<file path="config.mk">
export PLATFORM = sky130hd
export DESIGN_NAME = slot_alloc64
export DESIGN_NICKNAME = d
export VERILOG_FILES = /design/src/rtl/slot_alloc64_pkg.sv /design/src/rtl/slot_alloc64_pe64.sv /design/src/rtl/slot_alloc64.sv
export SDC_FILE = /design/constraint.sdc
export NUM_CORES = 1
export LEC_CHECK = 0
export ABC_AREA = 0
export CAP_MARGIN = 20
export CORE_MARGIN = 2
export CORE_UTILIZATION = 30
export CTS_BUF_LIST = sky130_fd_sc_hd__clkbuf_16
export DETAILED_ROUTE_END_ITERATION = 10
export PLACE_DENSITY = 0.48
export SLEW_MARGIN = 20
export SYNTH_ARGS = -nofsm -noshare
export SYNTH_HDL_FRONTEND = slang
export SYNTH_SLANG_ARGS = --single-unit
</file>
<file path="constraint.sdc">
create_clock -name clk -period 10.3 [get_ports clk]
set_clock_uncertainty 0.1 [all_clocks]
set_input_delay 2.06 -clock clk [delete_from_list [all_inputs] [get_ports clk]]
set_output_delay 2.06 -clock clk [all_outputs]
set_load 0.02 [all_outputs]
</file>
<file path="src/rtl/slot_alloc64_pkg.sv">
// Shared sizing, FSM encodings and the lowest-set-bit helper for the slot allocator.
package slot_alloc64_pkg;

    localparam int N = 64;
    localparam int W = 6;

    typedef enum logic [1:0] {
        SCAN  = 2'd0,
        WAIT  = 2'd1,
        OFFER = 2'd2
    } state_t;

    function automatic logic [W-1:0] lowestSet(input logic [N-1:0] vec);
        logic [W-1:0] idx;
        idx = '0;
        for (int i = N - 1; i >= 0; i--) begin
            if (vec[i]) idx = W'(i);
        end
        return idx;
    endfunction

endpackage

</file>
<file path="src/rtl/slot_alloc64_pe64.sv">
// Purpose: 64-bit priority encoder, lowest set bit of oht wins.
// Latency: one register stage; bin/vld describe the previous cycle's oht.
// Backpressure: none, samples every cycle.
module pe64
    import slot_alloc64_pkg::*;
(
    input  logic         clk,
    input  logic         rst,
    input  logic [N-1:0] oht,
    output logic [W-1:0] bin,
    output logic         vld
);

    always_ff @(posedge clk or posedge rst) begin
        if (rst) begin
            bin <= '0;
            vld <= 1'b0;
        end else begin
            bin <= lowestSet(oht);
            vld <= |oht;
        end
    end

endmodule

</file>
<file path="src/rtl/slot_alloc64.sv">
// Purpose: busy-bitmap allocator offering the lowest free slot of 64, plus a release port.
// Latency: offer appears 3 cycles after entering SCAN; busy/count/full/rel_err registered.
// Backpressure: offer held with a stable index while alloc_rdy is low; releases never stall.
module slot_alloc64
    import slot_alloc64_pkg::*;
(
    input  logic         clk,
    input  logic         rst,
    input  logic         clr,
    output logic         alloc_vld,
    input  logic         alloc_rdy,
    output logic [W-1:0] alloc_idx,
    input  logic         rel_vld,
    input  logic [W-1:0] rel_idx,
    output logic         rel_err,
    output logic [W:0]   count,
    output logic         full
);

    state_t         state;
    logic [N-1:0]   busy;
    logic [N-1:0]   busyNext;
    logic [W:0]     countNext;
    logic [W-1:0]   peBin;
    logic           peVld;
    logic           grant;
    logic           relHit;

    pe64 uPe (
        .clk (clk),
        .rst (rst),
        .oht (~busy),
        .bin (peBin),
        .vld (peVld)
    );

    assign alloc_vld = (state == OFFER);
    assign grant     = (state == OFFER) && alloc_rdy;
    assign relHit    = rel_vld && busy[rel_idx];

    // The offered slot is free, so a release of it can never hit and never collides with the grant.
    always_comb begin
        busyNext = busy;
        if (relHit) busyNext[rel_idx] = 1'b0;
        if (grant)  busyNext[alloc_idx] = 1'b1;
        countNext = count + {{W{1'b0}}, grant} - {{W{1'b0}}, relHit};
    end

    always_ff @(posedge clk or posedge rst) begin
        if (rst) begin
            state     <= SCAN;
            busy      <= '0;
            count     <= '0;
            full      <= 1'b0;
            alloc_idx <= '0;
            rel_err   <= 1'b0;
        end else if (clr) begin
            state     <= SCAN;
            busy      <= '0;
            count     <= '0;
            full      <= 1'b0;
            rel_err   <= 1'b0;
        end else begin
            busy    <= busyNext;
            count   <= countNext;
            full    <= (countNext == (W+1)'(N));
            rel_err <= rel_vld && !busy[rel_idx];
            unique case (state)
                SCAN: state <= WAIT;
                WAIT: begin
                    if (peVld) begin
                        alloc_idx <= peBin;
                        state     <= OFFER;
                    end else begin
                        state <= SCAN;
                    end
                end
                OFFER: if (alloc_rdy) state <= SCAN;
                default: state <= SCAN;
            endcase
        end
    end

endmodule

</file>
==> results.md <==
- Run status: complete, no violations
- Number of levels the H-tree was split into: 3
- Max-slew violation count: 0
- Number of optimization iterations in the first detailed-route pass: 5
- First-pass GRT wire length: 28.1 mm
- Number of flops mapped to enable cells by yosys: 0
- Routed wire length per instance: 21.1 um
- Yosys warnings: 0
- Number of cells in the design after placement: 841
- Antenna violations before repair: 0
- DR DRC count: 0
- Total power after layout: 0.836 mW
- Post-synthesis async set-or-reset flop share: 100%
- I/O Pins: 27
- Clock sink count: 88
- Bufs on Longest Clock Path: 2
- Setup repair after global routing missed its margin: no
- Worst EP required: 10450 ps
- Peak clock frequency supported by timing: 149 MHz
- Clock tree from TritonCTS: done
- Number of CTS-inserted buffers: 9
- Net count after synthesis: 632
- Setup TNS: 0 ps
- Layout Cells excl Fill: 857
- Maximum vdd drop: 116 uV
- Adder-Cell Fraction of Synth Area: 2.05%
- Post-synthesis cell area: 5260 um^2
- Final Cell Area: 6040 um^2
- CORE AREA: 17200 um^2
- Number of storage elements in the synthesis netlist: 88
- Total power density per cell area: 138 nW/um^2
- Number of maximum-capacitance violations: 0
- Relative contribution of sequential cells to total power: 43.4%
- Multiplexer fraction of the synthesized cell area: 8.44%
- Detailed router's first-iteration violation count: 577
- Die width: 136 um
- Compound-cell area share of the yosys netlist: 21.1%
- Synth-to-layout area growth: 14.9%
- Die outline height: 136 um
- Share of power burned in the clock network: 42.2%
- Cell types occupying the most area after synthesis: sky130_fd_sc_hd__dfrtp_1 (42%), sky130_fd_sc_hd__a21oi_1 (7.4%), sky130_fd_sc_hd__o21ai_0 (7.2%)
- Main combinational cell family by area after synthesis: simple AND/OR/NAND/NOR gates
- Minimum hold slack: 358 ps
- Reg-to-reg setup timing slack: 6070 ps
- Share of power burned in combinational logic: 14.4%
- Clock latency on the worst-skew pair: 360 ps
- Hold violation total from the final report: 0
- Total half-perimeter wirelength after legalization and detailed placement: 11.9 mm
- CTS Hold Buffers Added: 0
- Starting density of the core: 30.5%
- Final setup vio count: 0
- Setup ws final: 3600 ps
- Critical path data arrival time: 6850 ps
- Synth Area per Inst: 8.58 um^2
- CP endpoint kind: flop
- Total number of vias: 4937
- Vias per cell: 5.76
- # rows: 48
- Transition time at the pin with the least slew margin: 1180 ps
- Net Sw Frac: 26.4%
- Routability congestion estimate from global placement: 0.935
- Proportion of netlist area held by the largest area contributor: 41.9%
- Internal power: 0.616 mW
- Core utilization of the finished layout: 35.1%
- Total placed instance area: 5720 um^2
- Library cell occupying the most area in the post-synthesis netlist: sky130_fd_sc_hd__dfrtp_1
- Most common cell after layout, fill and taps aside: sky130_fd_sc_hd__nand2_1
- Number of different library cells in the post-synthesis netlist: 58
- Quantity of gates resized following cts: 0
- Clock transition time at the flip-flop clock pins of the worst setup and hold paths: 70 ps
- Leakage power figure: 2.22 nW
- Synthesized-area fraction occupied by xor and xnor cells: 0.999%
- Count of buffers added by post-CTS timing repair for setup: 0
- Net total in the final layout: 646
- Most frequent cells in the layout: sky130_fd_sc_hd__nand2_1 (99), sky130_fd_sc_hd__dfrtp_1 (88), sky130_fd_sc_hd__a21oi_1 (78), sky130_fd_sc_hd__o21ai_0 (76), sky130_fd_sc_hd__nor2_1 (31)
- Min-Delay Path Class: reg2reg
- Most common flop cell mapped by yosys: sky130_fd_sc_hd__dfrtp_1
- Worst Path Class, Setup: in2reg
- Total GRT Usage: 20.6%
- Instance count of the mapped netlist: 613
- Period utilisation layout: 65.1%
- Basic-gate share of the synthesized area counting and, or, nand and nor cells: 21.1%
- Die area: 18600 um^2
- Antenna viol nets, final: 0
- Fill cell instance count of the final layout: 1754
- Relative slew slack: 20.9%
- Via count of the first global-routing pass: 4710
- Count of buffers from port buffering: 26
- Min cycle time layout: 6700 ps
- Post-detailed-routing wire length: 18.1 mm
- Register area share after synthesis: 41.9%
- Worst-path maximum fanout: 22
- Critical path launch point type: input pin
- CTS Root Buffer Type: sky130_fd_sc_hd__clkbuf_16
- P_sw: 0.220 mW
- Pin count of the biggest net entering global routing: 89
- GRT overflow: 0
- Worst setup slack after placement: 3190 ps
- Fraction of layout cells with a size suffix above 1: 8.56%
==> sequential cells by signal, summed over array words and instances (netlist names) <==
signal,flops
uPe.vld,1
rel_err,1
count,7
full,1
alloc_idx,6
busy,64
uPe.bin,6
state,2
==> cell usage after synthesis, types with 8 or more instances <==
cell and number:
sky130_fd_sc_hd__nand2_1 99, sky130_fd_sc_hd__o21ai_0 76, sky130_fd_sc_hd__mux2i_1 8, sky130_fd_sc_hd__nor3_1 11, sky130_fd_sc_hd__nand4_1 19, sky130_fd_sc_hd__inv_1 26
sky130_fd_sc_hd__mux2_2 9, sky130_fd_sc_hd__a21oi_1 78, sky130_fd_sc_hd__o21ai_1 10, sky130_fd_sc_hd__nor2b_1 9, sky130_fd_sc_hd__nand3_1 24, sky130_fd_sc_hd__dfrtp_1 88
sky130_fd_sc_hd__clkbuf_1 14, sky130_fd_sc_hd__mux4_2 10, sky130_fd_sc_hd__nor2_1 32
==> path summary, 6_finish.rpt <==
check / from / end / cells after the start
worst max-delay path: rel_idx[1] / full / 17
worst min-delay path: state[0] / state[0] / 1
worst max register to register: busy[37] / full / 16
worst min register to register: state[0] / state[0] / 1
max in group asynchronous: rst / busy[8] / 3
min in group asynchronous: rst / state[1] / 3
==> area by class of cell <==
| cell class | count | area [um^2] | share of cell area [%] |
|---|---|---|---|
| well taps | 225 | 282 | 4.66 |
| clock buffers | 9 | 225 | 3.73 |
| flip-flops and latches | 88 | 2200 | 36.4 |
| clock inverters | 6 | 86.3 | 1.43 |
| multi-input cells | 471 | 2850 | 47.2 |
| repair buffers | 30 | 289 | 4.78 |
| inverters | 27 | 103 | 1.70 |
| diodes | 1 | 2.50 | 0.0414 |
==> critical path: stages <==
cell and delay, ps:
sky130_fd_sc_hd__clkdlybuf4s50_1 1160, sky130_fd_sc_hd__mux4_2 600, sky130_fd_sc_hd__mux2_2 280, sky130_fd_sc_hd__nand3_2 160, sky130_fd_sc_hd__and4_4 280, sky130_fd_sc_hd__nand4b_4 120, sky130_fd_sc_hd__and2_1 200, sky130_fd_sc_hd__ha_1 270
sky130_fd_sc_hd__inv_1 40, sky130_fd_sc_hd__ha_1 200, sky130_fd_sc_hd__fa_1 400, sky130_fd_sc_hd__a21o_1 170, sky130_fd_sc_hd__a21oi_1 210, sky130_fd_sc_hd__o21bai_1 90, sky130_fd_sc_hd__a21oi_1 170, sky130_fd_sc_hd__xnor2_1 120
sky130_fd_sc_hd__nor4bb_1 300
==> kinds of logic after synthesis <==
logic type	Yosys count
buf+inv	54
mux	29
simple gates	227
xor+xnor	6
fa+ha+maj	8
compound gates	201
flops	88
==> power by group through the flow <==
stage | registers (mW) | logic [mW] | clock network, mW
after floorplan | 0.378 | 0.0705 | 0
after global placement | 0.370 | 0.119 | 0
after detailed placement | 0.369 | 0.121 | 0
after CTS | 0.363 | 0.121 | 0.359
after global routing | 0.364 | 0.132 | 0.373
final | 0.363 | 0.121 | 0.352
==> metal layers <==
layer / GRT usage [%] / up-vias / share of wire [%] / wire, um
met5: 0 / - / 0 / 0
met4: 9.55 / 0 / 3.7 / 663
met3: 5.15 / 54 / 8.3 / 1510
met2: 29.6 / 235 / 43 / 7840
met1: 28.9 / 2416 / 45 / 8090
li1: - / 2232 / - / -
Note: power is estimated with default switching activity, not from simulation.
